===== config.mk =====
export PLATFORM = sky130hd
export DESIGN_NAME = character_motion_flat
export DESIGN_NICKNAME = d
export VERILOG_FILES = /design/src/rtl/character_motion_if.sv /design/src/rtl/character_motion.sv /design/src/flat_wrapper.sv
export SDC_FILE = /design/constraint.sdc
export NUM_CORES = 1
export LEC_CHECK = 0
export CAP_MARGIN = 0
export CORE_MARGIN = 2
export CORE_UTILIZATION = 57
export DETAILED_ROUTE_END_ITERATION = 12
export GPL_ROUTABILITY_DRIVEN = 0
export GPL_TIMING_DRIVEN = 0
export PLACE_DENSITY = 0.83
export REMOVE_ABC_BUFFERS = 1
export SYNTH_ARGS = -nofsm -noshare
export SYNTH_HDL_FRONTEND = slang
export SYNTH_SLANG_ARGS = --single-unit

===== constraint.sdc =====
create_clock -name frame_clk -period 6.2 [get_ports frame_clk]
set_input_delay 1.55 -clock frame_clk [delete_from_list [all_inputs] [get_ports frame_clk]]
set_output_delay 1.55 -clock frame_clk [all_outputs]
set_load 0.01 [all_outputs]

===== src/rtl/character_motion_if.sv =====
`default_nettype none
// ============================================================================
// Module      : character_motion_if
// Description : Bundles the keycode, free-path and motion-output signals
//               exchanged between the character motion controller and the
//               surrounding keyboard/collision logic.
// Revision    : 1.0 - initial release
// ============================================================================
interface character_motion_if;
    logic [7:0]        keycode0;
    logic [7:0]        keycode1;
    logic              free_left;
    logic              free_right;
    logic              free_up;
    logic              free_down;
    logic              jump_inhibit;
    logic [9:0]        pos_x;
    logic [9:0]        pos_y;
    logic [9:0]        box_l;
    logic [9:0]        box_r;
    logic [9:0]        box_t;
    logic [9:0]        box_b;
    logic signed [5:0] vel_y;
    logic              airborne;
    logic              moving_left;
    logic              moving_right;
    logic              facing_left;
    logic [1:0]        anim_frame;

    // Keyboard decoder / collision logic side
    modport master (
        output keycode0, keycode1, free_left, free_right, free_up, free_down,
               jump_inhibit,
        input  pos_x, pos_y, box_l, box_r, box_t, box_b, vel_y, airborne,
               moving_left, moving_right, facing_left, anim_frame
    );

    // Motion controller side
    modport slave (
        input  keycode0, keycode1, free_left, free_right, free_up, free_down,
               jump_inhibit,
        output pos_x, pos_y, box_l, box_r, box_t, box_b, vel_y, airborne,
               moving_left, moving_right, facing_left, anim_frame
    );
endinterface
`default_nettype wire


===== src/rtl/character_motion.sv =====
`default_nettype none
// ============================================================================
// Module      : character_motion
// Description : Per-frame movement controller for the playable character.
//               Decodes two keycodes, integrates gravity into a signed
//               vertical velocity, runs a grounded/rising/falling state
//               machine and produces registered position, bounding box,
//               facing and walk-animation frame.
//               Optional feature macro: CHARACTER_MOTION_JUMP_BUFFER_EN
//               (remembers an up press made shortly before landing).
// Revision    : 1.0 - initial release
// ============================================================================
module character_motion #(
    parameter int         X_START    = 32,
    parameter int         Y_START    = 388,
    parameter int         X_MIN      = 0,
    parameter int         X_MAX      = 639,
    parameter int         Y_MIN      = 0,
    parameter int         Y_MAX      = 479,
    parameter int         HALF_SIZE  = 13,
    parameter int         WALK_STEP  = 3,
    parameter int         JUMP_VEL   = 8,
    parameter int         GRAVITY    = 1,
    parameter int         VMAX_FALL  = 6,
    parameter int         ANIM_DIV   = 5,
    parameter logic [7:0] KEY_UP     = 8'h1A,
    parameter logic [7:0] KEY_LEFT   = 8'h04,
    parameter logic [7:0] KEY_RIGHT  = 8'h07,
    parameter int         BUF_FRAMES = 4
) (
    input  logic               frame_clk,
    input  logic               Reset,
    character_motion_if.slave  bus
);

    // Centre-position limits so the box stays on screen; 11-bit signed
    // arithmetic keeps the sums free of wrap-around before clamping.
    localparam logic signed [10:0] c_X_LO   = 11'(X_MIN + HALF_SIZE);
    localparam logic signed [10:0] c_X_HI   = 11'(X_MAX - HALF_SIZE);
    localparam logic signed [10:0] c_Y_LO   = 11'(Y_MIN + HALF_SIZE);
    localparam logic signed [10:0] c_Y_HI   = 11'(Y_MAX - HALF_SIZE);
    localparam logic signed [10:0] c_WALK   = 11'(WALK_STEP);
    localparam logic        [9:0]  c_HALF   = 10'(HALF_SIZE);
    localparam logic        [9:0]  c_X0     = 10'(X_START);
    localparam logic        [9:0]  c_Y0     = 10'(Y_START);
    localparam logic signed [5:0]  c_VY_JMP = 6'(-JUMP_VEL);
    localparam logic signed [6:0]  c_GRAV   = 7'(GRAVITY);
    localparam logic signed [6:0]  c_VMAX   = 7'(VMAX_FALL);
    localparam int                 c_DIV_W  = (ANIM_DIV > 1) ? $clog2(ANIM_DIV) : 1;
    localparam logic [c_DIV_W-1:0] c_DIV_LAST = c_DIV_W'(ANIM_DIV - 1);

    typedef enum logic [1:0] {
        S_GROUNDED = 2'd0,
        S_RISING   = 2'd1,
        S_FALLING  = 2'd2
    } state_t;

    state_t              r_state;
    state_t              w_state_next;

    logic [9:0]          r_pos_x;
    logic [9:0]          r_pos_y;
    logic [9:0]          r_box_l;
    logic [9:0]          r_box_r;
    logic [9:0]          r_box_t;
    logic [9:0]          r_box_b;
    logic signed [5:0]   r_vel_y;
    logic                r_airborne;
    logic                r_moving_left;
    logic                r_moving_right;
    logic                r_facing_left;
    logic [1:0]          r_anim;
    logic [c_DIV_W-1:0]  r_div;

    logic                w_up;
    logic                w_left;
    logic                w_right;
    logic                w_jump_req;
    logic                w_launch;
    logic                w_land;
    logic signed [10:0]  w_x_sum;
    logic [9:0]          w_x_next;
    logic                w_mov_l;
    logic                w_mov_r;
    logic signed [10:0]  w_vy_ext;
    logic signed [10:0]  w_y_sum;
    logic signed [10:0]  w_y_clamp;
    logic signed [6:0]   w_vy_inc;
    logic                w_floor;
    logic [9:0]          w_y_next;
    logic signed [5:0]   w_vy_next;
    logic                w_air_next;
    logic                w_div_wrap;
    logic                w_unused_msb;

    assign w_up    = (bus.keycode0 == KEY_UP)    || (bus.keycode1 == KEY_UP);
    assign w_left  = (bus.keycode0 == KEY_LEFT)  || (bus.keycode1 == KEY_LEFT);
    assign w_right = (bus.keycode0 == KEY_RIGHT) || (bus.keycode1 == KEY_RIGHT);

    // Horizontal step with saturation; opposing keys cancel out.
    always_comb begin
        w_x_sum = $signed({1'b0, r_pos_x});
        if (w_left && !w_right && bus.free_left) begin
            w_x_sum = $signed({1'b0, r_pos_x}) - c_WALK;
            if (w_x_sum < c_X_LO) w_x_sum = c_X_LO;
        end else if (w_right && !w_left && bus.free_right) begin
            w_x_sum = $signed({1'b0, r_pos_x}) + c_WALK;
            if (w_x_sum > c_X_HI) w_x_sum = c_X_HI;
        end
    end

    assign w_x_next = w_x_sum[9:0];
    assign w_mov_l  = (w_x_next < r_pos_x);
    assign w_mov_r  = (w_x_next > r_pos_x);

    // Candidate vertical move and next velocity, shared by both airborne states.
    assign w_vy_ext = {{5{r_vel_y[5]}}, r_vel_y};
    assign w_y_sum  = $signed({1'b0, r_pos_y}) + w_vy_ext;
    assign w_vy_inc = $signed({r_vel_y[5], r_vel_y}) + c_GRAV;
    assign w_floor  = (w_y_sum >= c_Y_HI);

    // Saturate the vertical sum to the screen.
    always_comb begin
        w_y_clamp = w_y_sum;
        if (w_y_sum < c_Y_LO)      w_y_clamp = c_Y_LO;
        else if (w_y_sum > c_Y_HI) w_y_clamp = c_Y_HI;
    end

    assign w_unused_msb = w_x_sum[10] ^ w_y_clamp[10];

`ifdef CHARACTER_MOTION_JUMP_BUFFER_EN
    localparam int c_BUF_W = $clog2(BUF_FRAMES + 1);

    logic [c_BUF_W-1:0] r_buf_cnt;
    logic               r_buf_pending;

    assign w_jump_req = w_up || r_buf_pending;

    // Jump buffer: an up press while falling is remembered for a few frames
    // and, if still live on landing, arms a launch on the next grounded frame.
    always_ff @(posedge frame_clk) begin
        if (Reset) begin
            r_buf_cnt     <= '0;
            r_buf_pending <= 1'b0;
        end else begin
            r_buf_pending <= w_land && (r_buf_cnt != '0);
            if (w_launch)
                r_buf_cnt <= '0;
            else if ((r_state == S_FALLING) && w_up)
                r_buf_cnt <= c_BUF_W'(BUF_FRAMES);
            else if (r_buf_cnt != '0)
                r_buf_cnt <= r_buf_cnt - 1'b1;
        end
    end
`else
    assign w_jump_req = w_up;
`endif

    // Vertical state register.
    always_ff @(posedge frame_clk) begin
        if (Reset) r_state <= S_FALLING;
        else       r_state <= w_state_next;
    end

    // Vertical next-state, position and velocity.
    always_comb begin
        w_state_next = r_state;
        w_y_next     = r_pos_y;
        w_vy_next    = r_vel_y;
        w_launch     = 1'b0;
        w_land       = 1'b0;
        case (r_state)
            S_GROUNDED: begin
                w_vy_next = '0;
                if (bus.free_down) begin
                    w_state_next = S_FALLING;
                end else if (w_jump_req && bus.free_up && !bus.jump_inhibit) begin
                    w_state_next = S_RISING;
                    w_vy_next    = c_VY_JMP;
                    w_launch     = 1'b1;
                end
            end
            S_RISING: begin
                if (!bus.free_up) begin
                    w_state_next = S_FALLING;
                    w_vy_next    = '0;
                end else begin
                    w_y_next  = w_y_clamp[9:0];
                    w_vy_next = w_vy_inc[5:0];
                    if (!w_vy_inc[6]) w_state_next = S_FALLING;
                end
            end
            S_FALLING: begin
                if (!bus.free_down) begin
                    w_state_next = S_GROUNDED;
                    w_vy_next    = '0;
                    w_land       = 1'b1;
                end else begin
                    w_y_next = w_y_clamp[9:0];
                    if (w_floor) begin
                        // Bottom of the screen acts as solid floor.
                        w_state_next = S_GROUNDED;
                        w_vy_next    = '0;
                        w_land       = 1'b1;
                    end else if (w_vy_inc > c_VMAX) begin
                        w_vy_next = c_VMAX[5:0];
                    end else begin
                        w_vy_next = w_vy_inc[5:0];
                    end
                end
            end
            default: begin
                w_state_next = S_FALLING;
                w_vy_next    = '0;
            end
        endcase
    end

    assign w_air_next = (w_state_next != S_GROUNDED);
    assign w_div_wrap = (r_div == c_DIV_LAST);

    // Registered position, box, velocity and direction outputs.
    always_ff @(posedge frame_clk) begin
        if (Reset) begin
            r_pos_x        <= c_X0;
            r_pos_y        <= c_Y0;
            r_box_l        <= c_X0 - c_HALF;
            r_box_r        <= c_X0 + c_HALF;
            r_box_t        <= c_Y0 - c_HALF;
            r_box_b        <= c_Y0 + c_HALF;
            r_vel_y        <= '0;
            r_airborne     <= 1'b1;
            r_moving_left  <= 1'b0;
            r_moving_right <= 1'b0;
            r_facing_left  <= 1'b0;
        end else begin
            r_pos_x        <= w_x_next;
            r_pos_y        <= w_y_next;
            r_box_l        <= w_x_next - c_HALF;
            r_box_r        <= w_x_next + c_HALF;
            r_box_t        <= w_y_next - c_HALF;
            r_box_b        <= w_y_next + c_HALF;
            r_vel_y        <= w_vy_next;
            r_airborne     <= w_air_next;
            r_moving_left  <= w_mov_l;
            r_moving_right <= w_mov_r;
            if (w_mov_l)      r_facing_left <= 1'b1;
            else if (w_mov_r) r_facing_left <= 1'b0;
        end
    end

    // Animation divider and frame selection.
    always_ff @(posedge frame_clk) begin
        if (Reset) begin
            r_div  <= '0;
            r_anim <= 2'd0;
        end else if (w_div_wrap) begin
            r_div <= '0;
            if (w_air_next)             r_anim <= 2'd3;
            else if (w_mov_l | w_mov_r) r_anim <= (r_anim == 2'd1) ? 2'd2 : 2'd1;
            else                        r_anim <= 2'd0;
        end else begin
            r_div <= r_div + 1'b1;
        end
    end

    assign bus.pos_x        = r_pos_x;
    assign bus.pos_y        = r_pos_y;
    assign bus.box_l        = r_box_l;
    assign bus.box_r        = r_box_r;
    assign bus.box_t        = r_box_t;
    assign bus.box_b        = r_box_b;
    assign bus.vel_y        = r_vel_y;
    assign bus.airborne     = r_airborne;
    assign bus.moving_left  = r_moving_left;
    assign bus.moving_right = r_moving_right;
    assign bus.facing_left  = r_facing_left;
    assign bus.anim_frame   = r_anim;

endmodule
`default_nettype wire

===== src/flat_wrapper.sv =====
// flat-port wrapper written by rule: the top's interface ports become plain ports
module character_motion_flat 
#(
    parameter int         X_START    = 32,
    parameter int         Y_START    = 388,
    parameter int         X_MIN      = 0,
    parameter int         X_MAX      = 639,
    parameter int         Y_MIN      = 0,
    parameter int         Y_MAX      = 479,
    parameter int         HALF_SIZE  = 13,
    parameter int         WALK_STEP  = 3,
    parameter int         JUMP_VEL   = 8,
    parameter int         GRAVITY    = 1,
    parameter int         VMAX_FALL  = 6,
    parameter int         ANIM_DIV   = 5,
    parameter logic [7:0] KEY_UP     = 8'h1A,
    parameter logic [7:0] KEY_LEFT   = 8'h04,
    parameter logic [7:0] KEY_RIGHT  = 8'h07,
    parameter int         BUF_FRAMES = 4
)
  (frame_clk, Reset, bus_keycode0, bus_keycode1, bus_free_left, bus_free_right, bus_free_up, bus_free_down, bus_jump_inhibit, bus_pos_x, bus_pos_y, bus_box_l, bus_box_r, bus_box_t, bus_box_b, bus_vel_y, bus_airborne, bus_moving_left, bus_moving_right, bus_facing_left, bus_anim_frame);
  character_motion_if bus_i ();
  input  logic frame_clk;
  input  logic Reset;
  input wire logic [$bits(bus_i.keycode0)-1:0] bus_keycode0;
  input wire logic [$bits(bus_i.keycode1)-1:0] bus_keycode1;
  input wire logic [$bits(bus_i.free_left)-1:0] bus_free_left;
  input wire logic [$bits(bus_i.free_right)-1:0] bus_free_right;
  input wire logic [$bits(bus_i.free_up)-1:0] bus_free_up;
  input wire logic [$bits(bus_i.free_down)-1:0] bus_free_down;
  input wire logic [$bits(bus_i.jump_inhibit)-1:0] bus_jump_inhibit;
  output wire logic [$bits(bus_i.pos_x)-1:0] bus_pos_x;
  output wire logic [$bits(bus_i.pos_y)-1:0] bus_pos_y;
  output wire logic [$bits(bus_i.box_l)-1:0] bus_box_l;
  output wire logic [$bits(bus_i.box_r)-1:0] bus_box_r;
  output wire logic [$bits(bus_i.box_t)-1:0] bus_box_t;
  output wire logic [$bits(bus_i.box_b)-1:0] bus_box_b;
  output wire logic [$bits(bus_i.vel_y)-1:0] bus_vel_y;
  output wire logic [$bits(bus_i.airborne)-1:0] bus_airborne;
  output wire logic [$bits(bus_i.moving_left)-1:0] bus_moving_left;
  output wire logic [$bits(bus_i.moving_right)-1:0] bus_moving_right;
  output wire logic [$bits(bus_i.facing_left)-1:0] bus_facing_left;
  output wire logic [$bits(bus_i.anim_frame)-1:0] bus_anim_frame;
  assign bus_i.keycode0 = bus_keycode0;
  assign bus_i.keycode1 = bus_keycode1;
  assign bus_i.free_left = bus_free_left;
  assign bus_i.free_right = bus_free_right;
  assign bus_i.free_up = bus_free_up;
  assign bus_i.free_down = bus_free_down;
  assign bus_i.jump_inhibit = bus_jump_inhibit;
  assign bus_pos_x = bus_i.pos_x;
  assign bus_pos_y = bus_i.pos_y;
  assign bus_box_l = bus_i.box_l;
  assign bus_box_r = bus_i.box_r;
  assign bus_box_t = bus_i.box_t;
  assign bus_box_b = bus_i.box_b;
  assign bus_vel_y = bus_i.vel_y;
  assign bus_airborne = bus_i.airborne;
  assign bus_moving_left = bus_i.moving_left;
  assign bus_moving_right = bus_i.moving_right;
  assign bus_facing_left = bus_i.facing_left;
  assign bus_anim_frame = bus_i.anim_frame;
  character_motion #(.X_START(X_START), .Y_START(Y_START), .X_MIN(X_MIN), .X_MAX(X_MAX), .Y_MIN(Y_MIN), .Y_MAX(Y_MAX), .HALF_SIZE(HALF_SIZE), .WALK_STEP(WALK_STEP), .JUMP_VEL(JUMP_VEL), .GRAVITY(GRAVITY), .VMAX_FALL(VMAX_FALL), .ANIM_DIV(ANIM_DIV), .KEY_UP(KEY_UP), .KEY_LEFT(KEY_LEFT), .KEY_RIGHT(KEY_RIGHT), .BUF_FRAMES(BUF_FRAMES)) u_core (.frame_clk(frame_clk), .Reset(Reset), .bus(bus_i));
endmodule

==> flow_summary_export.csv, run 1 <==
group,metric,value,unit
detailed_routing,finalWirelength,12.79,mm
placement,io_buffers,94,
timing,maxSlewViolCount,0,
logic_synthesis,syn_avg_cell_area,8.677,um2
finish,drive_above_1_share,10.28,%
logic_synthesis,yosysWarnings,0,
logic_synthesis,synth_edf_count,0,
die,ioPinCount,95,
global_routing,antenna_found_initial,0,
finish,finalNonFillerCells,779,
logic_synthesis,synth_xor_area_share,6.370,%
pwr,peakVddDrop,0.1418,mV
timing,setup_viol,0,
global_routing,grt_pass1_wl,21.75,mm
pwr,p_comb_share,18.8,%
detailed_routing,drtIter0Drc,269,
logic_synthesis,synth_compound_area_share,22.17,%
logic_synthesis,synth_area_leaders,"dfxtp_1 30%, ha_1 8.4%, xnor2_1 4.1%",
pwr,switching_share,29.47,%
timing,fmax,174.4,MHz
clock_network,htreeDepth,3,
detailed_routing,vias,4761,
global_routing,grtUsageMet2,45.63,%
finish,finish.utilization,71.27,%
hold_path,hold_depth,2,
timing,rsz0062_at_grt,"false",
clock_network,clkTransAtPathRegs,0.08,ns
pwr,switching_power,0.3128,mW
pwr,leakagePower,2.474,nW
detailed_routing,dr.pass1.iters,5,
clock_network,insertion_delay,0.35,ns
logic_synthesis,synth_seq_area_share,29.63,%
logic_synthesis,synth_top_area_share,29.63,%
job,drv_cap,0,
setup_path,crit_path_max_fanout,18,
logic_synthesis,synth_adder_area_share,8.790,%
die,die_area,9660,um2
clock_network,cts_inserted_buffers,9,
setup_path,timing.rr.start,"u_core.bus.pos_x[0]$_SDFF_PP0_",
setup_path,cp-start-kind,"input pin",
timing,post-route-period-util,92.50,%
setup_path,crit-reg2reg-capture,"u_core.bus.anim_frame[0]$_SDFFE_PP0P_",
die,initial_core_util,58.39,%
timing,timing.final.crit_period,5.735,ns
logic_synthesis,ys.flop_type,"dfxtp_1",
logic_synthesis,yosysMostFrequentCell,"dfxtp_1",
timing,finalClockSkew,0.01136,ns
detailed_routing,wl_per_cell,16.42,um
setup_path,cp.arrival,5.98,ns
placement,place_inst,763,
clock_network,cts_tree,"yes",
global_routing,grt_overflow,0,
finish,fill_cells,693,
logic_synthesis,yosysTopAreaCell,"dfxtp_1",
finish,area_delta_synth_final,22.05,%
clock_network,clockBufferDepth,2,
global_routing,grt_max_degree,62,
status,status,"finished clean",
logic_synthesis,ys_ff_latch,75,
hold_path,hp-class,"flip-flop to flip-flop",
clock_network,root_buffer,"clkbuf_8",
clock_network,holdBufCountCts,0,
logic_synthesis,syn_area,5067,um2
setup_path,worstPathRequired,6.44,ns
detailed_routing,drc,0,
setup_path,cp-end-kind,"flip-flop",
pwr,clockPowerShare,32.5,%
setup_path,reg2reg_depth,18,
setup_path,reg2reg_slack,1.43,ns
logic_synthesis,synthCells,584,
global_routing,use_met3,6.299,%
die,core_area,8678,um2
placement,dp_hpwl,9.633,mm
detailed_routing,antenna_left,0,
clock_network,ctsResizeCount,0,
timing,finalHoldViolCount,0,
logic_synthesis,synth_top_family_by_area,"simple AND/OR/NAND/NOR gates",
global_routing,gr-max-usage-layer,"met2",
timing,tightest_slew,1.085,ns
die,num_rows,34,
global_routing,grt_pass1_vias,4689,
setup_path,crit_type,"input pin to flip-flop",
die,fp.dieH,98.29,um
pwr,p_int,0.7486,mW
pwr,powerDensity,171.6,nW/um2
hold_path,hold_end,"u_core.bus.facing_left$_SDFFE_PP0P_",
die,dieWidth,98.29,um
finish,diodes,0,
pwr,power_frac_seq,48.6,%
timing,slew-limit-headroom,27.69,%
timing,fin_tns_setup,0,ns
hold_path,hold_path_startpoint,"u_core.bus.facing_left$_SDFFE_PP0P_",
global_routing,use_met1,34.06,%
detailed_routing,viasPerCell,6.112,
logic_synthesis,async_reset_ff_share,0,%
clock_network,postCtsSetupBuffers,0,
logic_synthesis,post_synth_and_or_nand_nor_area_fraction,24.54,%
finish,final_net_count,724,
global_routing,grt_usage,26.79,%
logic_synthesis,yosysUniqueCellTypes,89,
logic_synthesis,synthMuxAreaShare,2.840,%
logic_synthesis,synthTopCellsByCount,"75 x dfxtp_1, 51 x nor2_1, 38 x inv_1",
clock_network,cts.sinks,75,
-- worst max-delay path, stage by stage --
cell and delay (ns):
clkdlybuf4s50_1 0.48, nor3b_2 0.23, nand4_2 0.21, a2111oi_4 1.04
nand2_1 0.25, o21ai_0 0.28, o211ai_1 0.14, nand2_1 0.39
ha_1 0.34, nand4_1 0.11, nor2_1 0.06, a21oi_1 0.14
o211ai_1 0.22, nand2_1 0.16, o21ai_0 0.09, a311oi_1 0.30
-- layout make-up --
type                            count  area (um2)  area share [%]
Multi-Input combinational cell    446        3279           53.02
Sequential cell                    75        1501           24.28
Timing Repair Buffer               94       935.9           15.13
Inverter                           40       150.1           2.428
Tap cell                          108       135.1           2.185
Clock buffer                        9       123.9           2.003
Clock inverter                      7       58.81          0.9508
-- flip-flops by register name, summed over array words and instances (netlist names) --
name	flops
u_core.bus.vel_y	6
u_core.bus.airborne	1
u_core.bus.anim_frame	2
u_core.bus.box_r	10
u_core.bus.box_t	9
u_core.bus.box_b	10
u_core.bus.moving_right	1
u_core.r_div	3
u_core.bus.moving_left	1
u_core.r_state	2
u_core.bus.facing_left	1
u_core.bus.box_l	9
u_core.bus.pos_y	10
u_core.bus.pos_x	10
-- power groups by stage --
| stage | Combinational, mW | Sequential [mW] | Clock (mW) |
|---|---|---|---|
| floorplan | 0.105 | 0.534 | 0 |
| global placement | 0.191 | 0.527 | 0 |
| detailed placement | 0.197 | 0.527 | 0 |
| CTS | 0.199 | 0.516 | 0.353 |
| global route | 0.218 | 0.519 | 0.373 |
| finish | 0.200 | 0.516 | 0.346 |
-- cells in the final DEF, fill, tap and decap left out, drive strengths merged, types with 10 or more instances in the layout --
cell / n
inv: 43
nor2: 52
nand4: 10
nand2: 36
xor2: 11
dfxtp: 75
nor3: 20
a21oi: 37
nor2b: 10
xnor2: 25
nand3: 13
nand2b: 19
mux2i: 11
clkdlybuf4s50: 93
ha: 34
o21ai: 27
or3: 10
-- layer usage --
metal	vias to the layer above	share of wire (%)
met2	203	48
met3	28	8.0
li1	2270	-
met4	0	1.9
met1	2260	42
met5	-	0
-- logic make-up (layout without fill, tap and decap cells) --
family | after synthesis | count (layout)
flip-flops | 75 | 75
buffers and inverters | 63 | 150
AO/OA/AOI/OAI | 144 | 144
XOR/XNOR | 36 | 36
adder cells (fa/ha/maj) | 35 | 35
AND/OR/NAND/NOR | 217 | 217
multiplexers | 14 | 14
-- metrics by stage --
stage / area [um2] / hold WS [ns] / power (mW) / setup slack [ns]
finish: 6185 / 0.4674 / 1.061 / 0.4649
global route: 6185 / 0.4872 / 1.110 / 0.2212
CTS: 6185 / 0.4704 / 1.069 / 0.6541
detailed placement: 6002 / 0.4568 / 0.7244 / 0.2983
global placement: 6007 / 0.4411 / 0.7183 / 0.4383
floorplan: 4931 / 0.4268 / 0.6386 / 1.531
-- worst max path at each step --
| stage | slack, ns | start | end | depth (start not counted) |
|---|---|---|---|---|
| 2_1_floorplan | 1.53 | bus_keycode0[5] | u_core.bus.anim_frame[0]$_SDFFE_PP0P_ | 14 |
| 3_3_place_gp | 0.44 | bus_keycode1[2] | u_core.bus.anim_frame[0]$_SDFFE_PP0P_ | 16 |
| 3_5_place_dp | 0.30 | bus_keycode0[2] | u_core.bus.anim_frame[0]$_SDFFE_PP0P_ | 16 |
| 4_1_cts | 0.65 | bus_keycode0[2] | u_core.bus.anim_frame[0]$_SDFFE_PP0P_ | 16 |
| 5_1_grt | 0.22 | bus_keycode1[2] | u_core.bus.anim_frame[0]$_SDFFE_PP0P_ | 16 |
| 6_report | 0.46 | bus_keycode0[2] | u_core.bus.anim_frame[0]$_SDFFE_PP0P_ | 16 |
Note: power is estimated with default switching activity, not from simulation.
==> run 2, diff against run 1 <==
--- a/config.mk
+++ b/config.mk
@@ -7,11 +7,11 @@
 export LEC_CHECK = 0
 export CAP_MARGIN = 0
 export CORE_MARGIN = 2
-export CORE_UTILIZATION = 57
+export CORE_UTILIZATION = 56
 export DETAILED_ROUTE_END_ITERATION = 12
 export GPL_ROUTABILITY_DRIVEN = 0
 export GPL_TIMING_DRIVEN = 0
-export PLACE_DENSITY = 0.83
+export PLACE_DENSITY = 0.82
 export REMOVE_ABC_BUFFERS = 1
 export SYNTH_ARGS = -nofsm -noshare
 export SYNTH_HDL_FRONTEND = slang
==> run 2 against run 1 <==
Against the previous run:
- critical path depth is the same
- worst setup slack gained 0.18 ns
- clock power grew 4%
- final area is essentially flat
- register-to-register slack gained 0.02 ns
- sequential share of layout area is essentially flat
- wire length shrank 1.8%
- cell count is the same
- core utilization shrank 0.65 points
- total power grew 1.2%
- clock skew shrank 0.0015 ns
- first-iteration DRC count grew 23%
- critical path type unchanged
==> flow_summary_export.csv, run 2 (synthesis results as in run 1) <==
group,metric,value,unit
setup_path,reg2reg_slack,1.45,ns
hold_path,hold_end,"u_core.bus.facing_left$_SDFFE_PP0P_",
die,dieWidth,99.13,um
setup_path,reg2reg_depth,18,
timing,rsz0062_at_grt,"false",
finish,final_common_cell,"clkdlybuf4s50_1",
setup_path,crit_type,"input pin to flip-flop",
die,initial_core_util,57.82,%
setup_path,worstPathRequired,6.46,ns
setup_path,crit-reg2reg-capture,"u_core.bus.anim_frame[1]$_SDFFE_PP0P_",
detailed_routing,antenna_left,0,
finish,area_delta_synth_final,22.12,%
detailed_routing,viasPerCell,5.947,
hold_path,hp-class,"flip-flop to flip-flop",
clock_network,cts_inserted_buffers,9,
detailed_routing,wl_per_cell,16.12,um
clock_network,htreeDepth,3,
global_routing,grt_pass1_wl,21.03,mm
finish,final_net_count,724,
setup_path,crit_path_max_fanout,18,
job,drv_cap,0,
clock_network,holdBufCountCts,0,
clock_network,postCtsSetupBuffers,0,
clock_network,ctsResizeCount,0,
pwr,powerDensity,173.5,nW/um2
clock_network,root_buffer,"clkbuf_8",
timing,finalClockSkew,0.009827,ns
die,num_rows,34,
timing,setup_viol,0,
placement,dp_hpwl,9.540,mm
finish,drive_above_1_share,10.28,%
clock_network,clockBufferDepth,2,
global_routing,antenna_found_initial,0,
clock_network,insertion_delay,0.35,ns
detailed_routing,drc,0,
timing,maxSlewViolCount,0,
global_routing,grt_usage,25.95,%
status,status,"finished clean",
setup_path,cp.arrival,5.82,ns
hold_path,hold_depth,2,
pwr,peakVddDrop,0.2136,mV
die,ioPinCount,95,
timing,slew-limit-headroom,29.79,%
finish,layout_common_cells,"93 x clkdlybuf4s50_1, 75 x dfxtp_1, 51 x nor2_1",
timing,fin_tns_setup,0,ns
finish,fill_cells,698,
pwr,totalPowerFinal,1.074,mW
global_routing,grt_max_degree,62,
timing,tightest_slew,1.053,ns
detailed_routing,drtIter0Drc,332,
clock_network,cts.sinks,75,
timing,finalHoldViolCount,0,
finish,diodes,0,
setup_path,cp-end-kind,"flip-flop",
placement,io_buffers,94,
clock_network,cts_tree,"yes",
detailed_routing,finalWirelength,12.56,mm
detailed_routing,vias,4633,
die,core_area,8763,um2
die,fp.dieH,99.13,um
detailed_routing,dr.pass1.iters,6,
hold_path,hold_path_startpoint,"u_core.bus.facing_left$_SDFFE_PP0P_",
global_routing,grt_overflow,0,
timing,fmax,179.9,MHz
setup_path,cp-start-kind,"input pin",
pwr,leakagePower,2.473,nW
global_routing,grt_pass1_vias,4444,
timing,post-route-period-util,89.66,%
setup_path,timing.rr.start,"u_core.bus.pos_x[0]$_SDFF_PP0_",
die,die_area,9826,um2
clock_network,clkTransAtPathRegs,0.08,ns
timing,timing.final.crit_period,5.559,ns
run 2: cell types whose count changed in the layout (fill, tap and decap cells not counted):
cell,delta
clkbuf_8,+1
inv_6,-1
clkinv_4,-1
clkinvlp_4,+1
run 2: layer usage:
metal  GRT usage, %  wire [um]  vias up
met5              0          0        -
met4          7.482        221        0
met3          6.395        803       19
met2          43.61       6046      139
met1          33.22       5486     2202
li1               -          -     2273
run 2: how the worst max path moves through the flow:
stage	from	to	slack (ns)	cells after the start
after CTS	bus_keycode1[2]	u_core.bus.anim_frame[1]$_SDFFE_PP0P_	0.69	16
after floorplan	bus_keycode0[5]	u_core.bus.anim_frame[0]$_SDFFE_PP0P_	1.53	14
after detailed placement	bus_keycode1[2]	u_core.bus.anim_frame[1]$_SDFFE_PP0P_	0.33	16
after global routing	bus_keycode1[2]	u_core.bus.anim_frame[1]$_SDFFE_PP0P_	0.21	16
after global placement	bus_keycode1[2]	u_core.bus.anim_frame[0]$_SDFFE_PP0P_	0.44	16
final	bus_keycode1[2]	u_core.bus.anim_frame[1]$_SDFFE_PP0P_	0.64	16
run 2: area by class of cell:
class | instances | area (um2) | share of cell area [%]
Multi-Input combinational cell | 446 | 3279 | 52.99
Sequential cell | 75 | 1501 | 24.26
Timing Repair Buffer | 94 | 935.9 | 15.12
Inverter | 40 | 150.1 | 2.426
Clock buffer | 10 | 137.6 | 2.224
Tap cell | 108 | 135.1 | 2.184
Clock inverter | 6 | 48.80 | 0.7885
run 2: per-stage QoR:
stage,setup WS (ns),cell area [um2],hold WS [ns],instances,util (%)
2_1_floorplan,1.531,4931,0.4268,561,-
3_3_place_gp,0.4400,6007,0.4395,763,68.55
3_5_place_dp,0.3254,6002,0.4655,763,68.49
4_1_cts,0.6925,6188,0.4776,779,70.62
5_1_grt,0.2109,6188,0.4902,779,70.62
6_report,0.6409,6188,0.4737,779,70.62
run 2: power by group:
group	total [mW]	internal (mW)	leakage, nW	switching [mW]
sequential	0.516	0.503	0.610	0.0130
combinational	0.198	0.0941	1.77	0.104
clock	0.359	0.160	0.0908	0.199
run 2: worst max-delay path, stage by stage:
cell	delay, ns
clkdlybuf4s50_1	0.47
nor3b_1	0.22
nand4_1	0.25
a2111oi_4	0.97
o21ai_4	0.19
nor4_1	0.23
a21oi_1	0.06
o21ai_1	0.50
ha_1	0.36
nand4_1	0.13
nor2_1	0.07
a21oi_1	0.12
o211ai_1	0.19
nand2_1	0.13
nand3b_1	0.08
a311oi_1	0.27
